### src/rtl/enable_seq_pkg.sv
// Shared types and defaults for the frame-based enable sequencer.
// Imported by the interface, the window comparator and the top level.
package enable_seq_pkg;

  typedef enum logic {
    IDLE = 1'b0,
    RUN  = 1'b1
  } state_e;

  localparam logic MODE_ONESHOT = 1'b0;
  localparam logic MODE_CONT    = 1'b1;

  localparam int NUM_EN_DEF = 10;
  localparam int CNT_W_DEF  = 4;

endpackage

### src/rtl/enable_sequencer_if.sv
// Control/status bundle between the control FSM and the enable sequencer.
// The master drives the configuration and start/stop; the slave returns enables.
interface enable_sequencer_if
  import enable_seq_pkg::*;
#(
  parameter int NUM_EN = NUM_EN_DEF,
  parameter int CNT_W  = CNT_W_DEF
);

  logic                    start_i;
  logic                    stop_i;
  logic                    mode_i;
  logic [CNT_W-1:0]        period_i;
  logic [NUM_EN*CNT_W-1:0] slot_start_i;
  logic [NUM_EN*CNT_W-1:0] slot_len_i;
  logic [NUM_EN-1:0]       enable_o;
  logic                    frame_o;
  logic                    busy_o;
  logic                    done_o;

  modport master (
    output start_i, stop_i, mode_i,
    output period_i, slot_start_i, slot_len_i,
    input  enable_o, frame_o, busy_o, done_o
  );

  modport slave (
    input  start_i, stop_i, mode_i,
    input  period_i, slot_start_i, slot_len_i,
    output enable_o, frame_o, busy_o, done_o
  );

endinterface

### src/rtl/enable_window_cmp.sv
// Per-channel window test: start <= cnt < start+len.
// End is formed one bit wider so windows never wrap past the frame.
module enable_window_cmp #(
  parameter int CNT_W = 4
) (
  input  logic [CNT_W-1:0] cnt,
  input  logic [CNT_W-1:0] start,
  input  logic [CNT_W-1:0] len,
  output logic             in_window
);

  logic [CNT_W:0] c_ext;
  logic [CNT_W:0] s_ext;
  logic [CNT_W:0] e_ext;

  assign c_ext = {1'b0, cnt};
  assign s_ext = {1'b0, start};
  assign e_ext = {1'b0, start} + {1'b0, len};

  assign in_window = (c_ext >= s_ext) && (c_ext < e_ext);

endmodule

### src/rtl/enable_sequencer.sv
// Frame counter, IDLE/RUN control and registered enable/status outputs.
// Configuration is shadowed on start so the bus may change during a run.
module enable_sequencer
  import enable_seq_pkg::*;
#(
  parameter int NUM_EN = NUM_EN_DEF,
  parameter int CNT_W  = CNT_W_DEF
) (
  input logic               clk_i,
  input logic               reset_i,
  enable_sequencer_if.slave bus
);

  state_e                  state;
  state_e                  state_nxt;
  logic [CNT_W-1:0]        cnt;
  logic [CNT_W-1:0]        cnt_nxt;
  logic                    stop_q;
  logic                    stop_nxt;
  logic                    load;
  logic                    last;
  logic                    mode_q;
  logic [CNT_W-1:0]        per_q;
  logic [NUM_EN*CNT_W-1:0] st_q;
  logic [NUM_EN*CNT_W-1:0] ln_q;
  logic [NUM_EN-1:0]       win;
  logic [NUM_EN-1:0]       en_q;
  logic                    frame_q;
  logic                    busy_q;
  logic                    done_q;

  for (genvar k = 0; k < NUM_EN; k++) begin : g_ch
    enable_window_cmp #(
      .CNT_W (CNT_W)
    ) u_cmp (
      .cnt       (cnt),
      .start     (st_q[k*CNT_W +: CNT_W]),
      .len       (ln_q[k*CNT_W +: CNT_W]),
      .in_window (win[k])
    );
  end

  always_comb begin
    state_nxt = state;
    cnt_nxt   = cnt;
    stop_nxt  = stop_q;
    load      = 1'b0;
    last      = 1'b0;
    unique case (state)
      IDLE: begin
        if (bus.start_i) begin
          state_nxt = RUN;
          cnt_nxt   = '0;
          stop_nxt  = 1'b0;
          load      = 1'b1;
        end
      end
      RUN: begin
        if (bus.stop_i) stop_nxt = 1'b1;
        if (cnt == per_q) begin
          cnt_nxt = '0;
          // a stop seen on the final slot still ends this frame
          if (mode_q == MODE_ONESHOT ||
              stop_q || bus.stop_i) begin
            last      = 1'b1;
            state_nxt = IDLE;
            stop_nxt  = 1'b0;
          end
        end else begin
          cnt_nxt = cnt + 1'b1;
        end
      end
    endcase
  end

  always_ff @(posedge clk_i) begin
    if (reset_i) begin
      state   <= IDLE;
      cnt     <= '0;
      stop_q  <= 1'b0;
      en_q    <= '0;
      frame_q <= 1'b0;
      busy_q  <= 1'b0;
      done_q  <= 1'b0;
    end else begin
      state   <= state_nxt;
      cnt     <= cnt_nxt;
      stop_q  <= stop_nxt;
      en_q    <= (state == RUN) ? win : '0;
      frame_q <= (state == RUN) && (cnt == '0);
      busy_q  <= (state_nxt == RUN);
      done_q  <= last;
    end
  end

  always_ff @(posedge clk_i) begin
    if (load) begin
      mode_q <= bus.mode_i;
      per_q  <= bus.period_i;
      st_q   <= bus.slot_start_i;
      ln_q   <= bus.slot_len_i;
    end
  end

  assign bus.enable_o = en_q;
  assign bus.frame_o  = frame_q;
  assign bus.busy_o   = busy_q;
  assign bus.done_o   = done_q;

endmodule
### src/flat_wrapper.sv
// flat-port wrapper written by rule: the top's interface ports become plain ports
module enable_sequencer_flat import enable_seq_pkg::*;
#(
  parameter int NUM_EN = NUM_EN_DEF,
  parameter int CNT_W  = CNT_W_DEF
)
  (clk_i, reset_i, bus_start_i, bus_stop_i, bus_mode_i, bus_period_i, bus_slot_start_i, bus_slot_len_i, bus_enable_o, bus_frame_o, bus_busy_o, bus_done_o);
  enable_sequencer_if #(.NUM_EN(NUM_EN), .CNT_W(CNT_W)) bus_i ();
  input logic clk_i;
  input logic reset_i;
  input wire logic [$bits(bus_i.start_i)-1:0] bus_start_i;
  input wire logic [$bits(bus_i.stop_i)-1:0] bus_stop_i;
  input wire logic [$bits(bus_i.mode_i)-1:0] bus_mode_i;
  input wire logic [$bits(bus_i.period_i)-1:0] bus_period_i;
  input wire logic [$bits(bus_i.slot_start_i)-1:0] bus_slot_start_i;
  input wire logic [$bits(bus_i.slot_len_i)-1:0] bus_slot_len_i;
  output wire logic [$bits(bus_i.enable_o)-1:0] bus_enable_o;
  output wire logic [$bits(bus_i.frame_o)-1:0] bus_frame_o;
  output wire logic [$bits(bus_i.busy_o)-1:0] bus_busy_o;
  output wire logic [$bits(bus_i.done_o)-1:0] bus_done_o;
  assign bus_i.start_i = bus_start_i;
  assign bus_i.stop_i = bus_stop_i;
  assign bus_i.mode_i = bus_mode_i;
  assign bus_i.period_i = bus_period_i;
  assign bus_i.slot_start_i = bus_slot_start_i;
  assign bus_i.slot_len_i = bus_slot_len_i;
  assign bus_enable_o = bus_i.enable_o;
  assign bus_frame_o = bus_i.frame_o;
  assign bus_busy_o = bus_i.busy_o;
  assign bus_done_o = bus_i.done_o;
  enable_sequencer #(.NUM_EN(NUM_EN), .CNT_W(CNT_W)) u_core (.clk_i(clk_i), .reset_i(reset_i), .bus(bus_i));
endmodule
### config.mk
export PLATFORM = sky130hd
export DESIGN_NAME = enable_sequencer_flat
export DESIGN_NICKNAME = d
export VERILOG_FILES = /design/src/rtl/enable_seq_pkg.sv /design/src/rtl/enable_sequencer_if.sv /design/src/rtl/enable_window_cmp.sv /design/src/rtl/enable_sequencer.sv /design/src/flat_wrapper.sv
export SDC_FILE = /design/constraint.sdc
export NUM_CORES = 1
export LEC_CHECK = 0
export CAP_MARGIN = 5
export CORE_MARGIN = 2
export CORE_UTILIZATION = 50
export DETAILED_ROUTE_END_ITERATION = 10
export PLACE_DENSITY = 0.73
export SKIP_CTS_REPAIR_TIMING = 1
export SLEW_MARGIN = 20
export SYNTH_ARGS = -nofsm -noshare
export SYNTH_HDL_FRONTEND = slang
export SYNTH_SLANG_ARGS = --single-unit
### constraint.sdc
create_clock -name clk_i -period 10.8 [get_ports clk_i]
set_input_delay 1.08 -clock clk_i [delete_from_list [all_inputs] [get_ports clk_i]]
set_output_delay 1.08 -clock clk_i [all_outputs]
set_load 0.005 [all_outputs]
==> run metrics, run 1 <==
status finished, final reports clean; drt pass-1 iters 4; Worst-path clk slew around 70 ps; Final Max Slew Viols 0; FF+latch count, synth 103; Post-synth top cells 112 x ha_1, 85 x edfxtp_1, 43 x a21oi_1; top fanout value on the critical path between 40 and 50; I/O pin total between 100 and 150; Seq pwr share between 50% and 60%; nets@finish ~800; clock network fraction of design power 33.8%; Synth Cell Area just under 6000 µm²; Antenna Violating Nets Remaining 0; Arr. time, crit path between 3000 and 4000 ps; die width approximately 110 µm; share of cells above drive strength 1 roughly 3.1%; Mapped Cells 461; ANT cells 0; met2 usage between 30% and 40%; Cell Rows 39; post-synth cell types 30; CTS tree yes; FF-to-FF End u_core.ln_q[23]$_DFFE_PP_; Fin Setup TNS 0 ps; gr busiest metal met2; Syn Nets ~670; synth-to-layout area growth 25.2%; worst path required time around 11,000 ps; critical path endpoint category flop; initial antenna violation count 0; vias in the first global route just under 4,000; Pwr per Cell Area 127 nW/µm²; count leader, synth ha_1; unrepaired setup endpoints after global routing false; worst hold endpoint u_core.stop_q$_SDFFE_PP0P_; Clock Latency Late Sink about 350 ps; clock buffer count from CTS 9; final core occ between 60% and 70%; first-pass GRT wire length around 18,000 µm; Least-Margin Pin Slew between 1000 and 1500 ps; drt total wl 10,600 µm; Synth async-reset ratio 0%; DR iter-0 viols 143; met1 usage 21.2%; final hold slack 489 ps; setup violators final 0; fillers roughly 900; die height around 110 µm; Sw Share between 20% and 30%; All-Layer GR Usage around 18%; Core Region 11,500 µm²; Starting Density approximately half; worst min-delay path category reg -> reg; MaxCap Viol Count 0; gpl congestion about 0.76; sequential element share of the synthesized area around half; CP startpoint kind input port; Syn Area/Cell 12.8 µm²; worst r2r src u_core.state$_SDFF_PP0_; area leader, netlist edfxtp_1; largest net degree at the start of global routing 50; fin crit period 3170 ps; Worst R2R Setup Slack approximately 8500 ps; Synth Warn # 0; via count 3,834; Slew headroom a little under a third; Die Footprint 12,700 µm²; GRT met3 Usage slightly below 5%; Pwr Total 0.000934 W; Setup Skew about 8.6 ps; logic gate share of total power around 16%; Post-synth EDFFs between 80 and 90; WHS Path Cells 2; H-tree depth 3; kind of critical path in -> reg; final HPWL from detailed placement between 7000 and 8000 µm; worst r2r path cells 2; Int Power between 0.0007 and 0.0008 W; gr ovfl total 0; Wirelength per Cell 14.7 µm; Hold Vio Cnt, Final 0; prevailing post-synth register cell edfxtp_1; largest cells by area after synthesis edfxtp_1 43%, ha_1 24%, dfxtp_1 6.1%, a21o_1 5.1%, a21oi_1 3.7%; Yosys top cell area share 43.4%; # DRC 0; DP Area between 7000 and 8000 µm²; fmax approximately 320 MHz; Final Instance Area about 7400 µm²; fin crit share between 20 and 30%; leak pwr 3.31 nW; Switching Power approximately 0.00022 W; IO Port Bufs 101; clock sinks between 100 and 150; worst vdd ir roughly 0.13 mV; CTS root buffer clkbuf_16; DR vias/cell ~5.3; hold path start u_core.stop_q$_SDFFE_PP0P_; CTS max path bufs 2
[flip-flops by register name (all words and copies together), names as in the netlist]
signal	flops
u_core.st_q	40
u_core.bus.enable_o	10
u_core.stop_q	1
u_core.cnt	4
u_core.state	1
u_core.bus.done_o	1
u_core.per_q	4
u_core.ln_q	40
u_core.mode_q	1
u_core.bus.frame_o	1
[worst max-delay path, stage by stage]
cell and delay, ps:
clkdlybuf4s50_1 520, nor2b_4 870, buf_4 630
[cell usage in the layout (no fill, tap or decap), drive strengths merged, types with 2 or more instances in the layout]
cell type,Yosys,routed
a21boi,10,10
a21o,40,40
a21oi,43,43
clkbuf,1,12
clkdlybuf4s50,0,101
clkinv,0,3
dfxtp,18,18
edfxtp,85,85
fa,10,10
ha,112,112
inv,42,42
nand2,2,2
nand2b,11,11
nor2,15,15
nor3,12,12
o21ai,23,23
xnor2,14,14
xor2,10,10
[metal layers]
metal | up-vias | share of wire (%)
met5 | - | 0
met4 | 0 | 1.7
met3 | 17 | 5.5
met2 | 86 | 48
met1 | 1818 | 45
li1 | 1913 | -
[stage by stage]
stage          setup slack (ps)  cells
2_1_floorplan              5470    461
3_3_place_gp               7270    704
3_5_place_dp               7210    704
4_1_cts                    7580    720
5_1_grt                    7470    720
6_report                   7630    720
[logic make-up (layout without fill, tap and decap cells)]
| kind of cell | Yosys count | after routing | synth area share (%) |
|---|---|---|---|
| adder cells (fa/ha/maj) | 122 | 122 | 27.2 |
| AND/OR/NAND/NOR | 49 | 49 | 4.49 |
| XOR/XNOR | 24 | 24 | 3.57 |
| multiplexers | 1 | 1 | 0.170 |
| buffers and inverters | 44 | 160 | 2.83 |
| flip-flops | 103 | 103 | 49.5 |
| AO/OA/AOI/OAI | 118 | 118 | 12.2 |
[power groups by stage]
stage | registers (W) | logic, W | clock network (W)
2_1_floorplan | 0.000475 | 0.0000927 | 0
3_5_place_dp | 0.000477 | 0.000151 | 0
3_3_place_gp | 0.000477 | 0.000144 | 0
5_1_grt | 0.000471 | 0.000172 | 0.000339
4_1_cts | 0.000469 | 0.000152 | 0.000324
6_report | 0.000468 | 0.000150 | 0.000316
[worst max-delay path by stage]
stage / start / endpoint / depth (start not counted)
4_1_cts: bus_start_i / u_core.st_q[24]$_DFFE_PP_ / 3
3_3_place_gp: bus_start_i / u_core.st_q[23]$_DFFE_PP_ / 3
5_1_grt: bus_start_i / u_core.ln_q[23]$_DFFE_PP_ / 3
2_1_floorplan: bus_start_i / u_core.ln_q[0]$_DFFE_PP_ / 1
3_5_place_dp: bus_start_i / u_core.ln_q[20]$_DFFE_PP_ / 3
6_report: bus_start_i / u_core.ln_q[23]$_DFFE_PP_ / 3
[final cells by class]
cell class	count	area, µm²	area share (%)
Multi-Input combinational cell	314	2810	38.2
Sequential cell	103	2920	39.6
Tap cell	143	179	2.43
Clock inverter	4	46.3	0.628
Inverter	42	158	2.14
Clock buffer	12	236	3.21
Timing Repair Buffer	102	1020	13.8
(Power assumes the default switching activity.)
==> inputs of run 2 (changes only) <==
==> constraint.sdc (replaced) <==
create_clock -name clk_i -period 3.1 [get_ports clk_i]
set_input_delay 0.31 -clock clk_i [delete_from_list [all_inputs] [get_ports clk_i]]
set_output_delay 0.31 -clock clk_i [all_outputs]
set_load 0.005 [all_outputs]
==> run 2 against run 1 <==
Wire length is 1.6% higher; via count stayed put; count of clock-buffer cells in the layout grew 2; critical endpoint is now u_core.bus.enable_o[8]$_SDFF_PP0_; largest power group unchanged.
==> run metrics, run 2 (same netlist as run 1, synthesis figures left out) <==
first-pass GRT wire length 18,000 µm (+1.4%); Arr. time, crit path 2450 ps (-700 ps); fillers 877 (-1.7%); Seq. cell area 2910 µm² (-0.13%); CTS max path bufs 2 (unchanged); gr ovfl total 0 (unchanged); CTS tree yes; worst min-delay path category reg -> reg; kind of critical path reg -> reg; commonest non-fill, non-tap cell in the layout ha_1; largest net degree at the start of global routing 47 (-6.0%); All-Layer GR Usage 18.1% (+0.33 points); DR iter-0 viols 121 (-15%); IO Port Bufs 101 (unchanged); setup violators final 0 (unchanged); fin crit share ~72%; CTS root buffer clkbuf_16; via count 3,834 (unchanged); gr busiest metal met2; critical path endpoint category flop; final core occ 64.5% (+0.27 points); DP Area 7120 µm² (+0.53%); ANT cells 0 (unchanged); top fanout value on the critical path 19 (-61%); die height 112 µm (unchanged); leading cell types in the layout, fill and taps excluded 112 x ha_1, 101 x clkdlybuf4s50_1, 85 x edfxtp_1, 43 x a21oi_1, 42 x inv_1; Slew headroom 46.1% (+16 points); Final Instance Area 7400 µm² (+0.42%); Die Footprint 12,700 µm² (unchanged); final worst slack 861 ps (-6770 ps); slowest stage delay, CP 610 ps (-260 ps); Fin Setup TNS 0 ps (unchanged); fin crit period 2240 ps; Final Max Slew Viols 0 (unchanged); Core Region 11,500 µm² (unchanged); clock buffer count from CTS 9 (unchanged); GRT met3 Usage 6.26% (+1.4 points); synth-to-layout area growth 25.7%; Cell Rows 39 (unchanged); initial antenna violation count 0 (unchanged); H-tree depth 3 (unchanged); # DRC 0 (unchanged); Post-Place Worst Slack 840 ps (-6370 ps); Wirelength per Cell 14.8 µm (+0.91%); drt total wl 10,800 µm (+1.6%); final hold slack 493 ps (+4.67 ps); Antenna Violating Nets Remaining 0 (unchanged); unrepaired setup endpoints after global routing false; Setup Skew 8.88 ps (+0.297 ps); Least-Margin Pin Slew 808 ps (-238 ps); Starting Density 51.3% (unchanged); CP cell instances inv_1 -> buf_4 -> ha_1 -> nand2b_1 -> a21o_1 -> a21o_1 -> a21oi_1 -> nor3_1; Pwr per Cell Area 437 nW/µm² (+240%); met1 usage 21.6% (+0.38 points); Slowest-stage cell, CP inv_1; Clock Latency Late Sink 350 ps (about the same); DR vias/cell 5.29 (-0.69%); final HPWL from detailed placement 7900 µm (+2.7%); drt pass-1 iters 5 (+1); MaxCap Viol Count 0 (unchanged); status finished, final reports clean; worst vdd ir 0.496 mV (+290%); CP startpoint kind flop; fmax between 400 and 500 MHz; die width 112 µm (unchanged); met2 usage 31.3% (+0.32 points); Worst-path clk slew 70 ps (about the same); area of the multi-input gates 2810 µm² (unchanged); most frequent cell on the critical path a21o_1; leak pwr 3.33 nW (+0.65%); clock sinks 103 (unchanged); I/O pin total 102 (unchanged); Hold Vio Cnt, Final 0 (unchanged); vias in the first global route 4,016 (+2.2%); worst path required time 3320 ps (-7460 ps); nets@finish 788 (+0.64%); gpl congestion 0.807 (+6.8%); share of cells above drive strength 1 3.78% (+0.66 points)
[run 2: changes by cell type in the layout (fill, tap and decap cells not counted), moves of 2 or more]
cell,change
buf_4,+5
dfxtp_1,+3
dfxtp_2,-3
clkbuf_8,+2
clkinv_1,-2
[run 2: final timing paths]
check	to	slack [ps]	start	depth (start not counted)
worst min register to register	u_core.stop_q$_SDFFE_PP0P_	490	u_core.stop_q$_SDFFE_PP0P_	2
worst max register to register	u_core.bus.enable_o[8]$_SDFF_PP0_	860	u_core.cnt[0]$_SDFFE_PP0P_	8
worst min-delay path	u_core.stop_q$_SDFFE_PP0P_	490	u_core.stop_q$_SDFFE_PP0P_	2
worst max-delay path	u_core.bus.enable_o[8]$_SDFF_PP0_	860	u_core.cnt[0]$_SDFFE_PP0P_	8
[run 2: critical path: cells and delay by family, from the launching register on]
family                   cells  cell delay (ps)
AO/OA/AOI/OAI                3              470
AND/OR/NAND/NOR              2              210
flip-flops                   1              350
buffers and inverters        2              870
adder cells (fa/ha/maj)      1              220
[run 2: final cells by class]
class,count,share of cell area [%]
Clock buffer,14,3.57
Clock inverter,2,0.220
Inverter,42,2.13
Multi-Input combinational cell,314,38.0
Sequential cell,103,39.4
Tap cell,143,2.42
Timing Repair Buffer,107,14.3
[run 2: report_power, final]
part / switching (W) / internal, W
Combinational: 0.000236 / 0.000296
Sequential: 0.0000441 / 0.00158
Clock: 0.000480 / 0.000591
[run 2: through the flow]
step	power (W)	cells
finish	0.00323	725
detailed placement	0.00219	709
CTS	0.00328	725
global route	0.00342	725
floorplan	0.00197	461
global placement	0.00217	709
[run 2: layer usage]
layer	vias up	part of all wire (%)
met5	-	0
met4	0	1.1
met3	9	5.4
met2	77	48
met1	1823	45
li1	1925	-
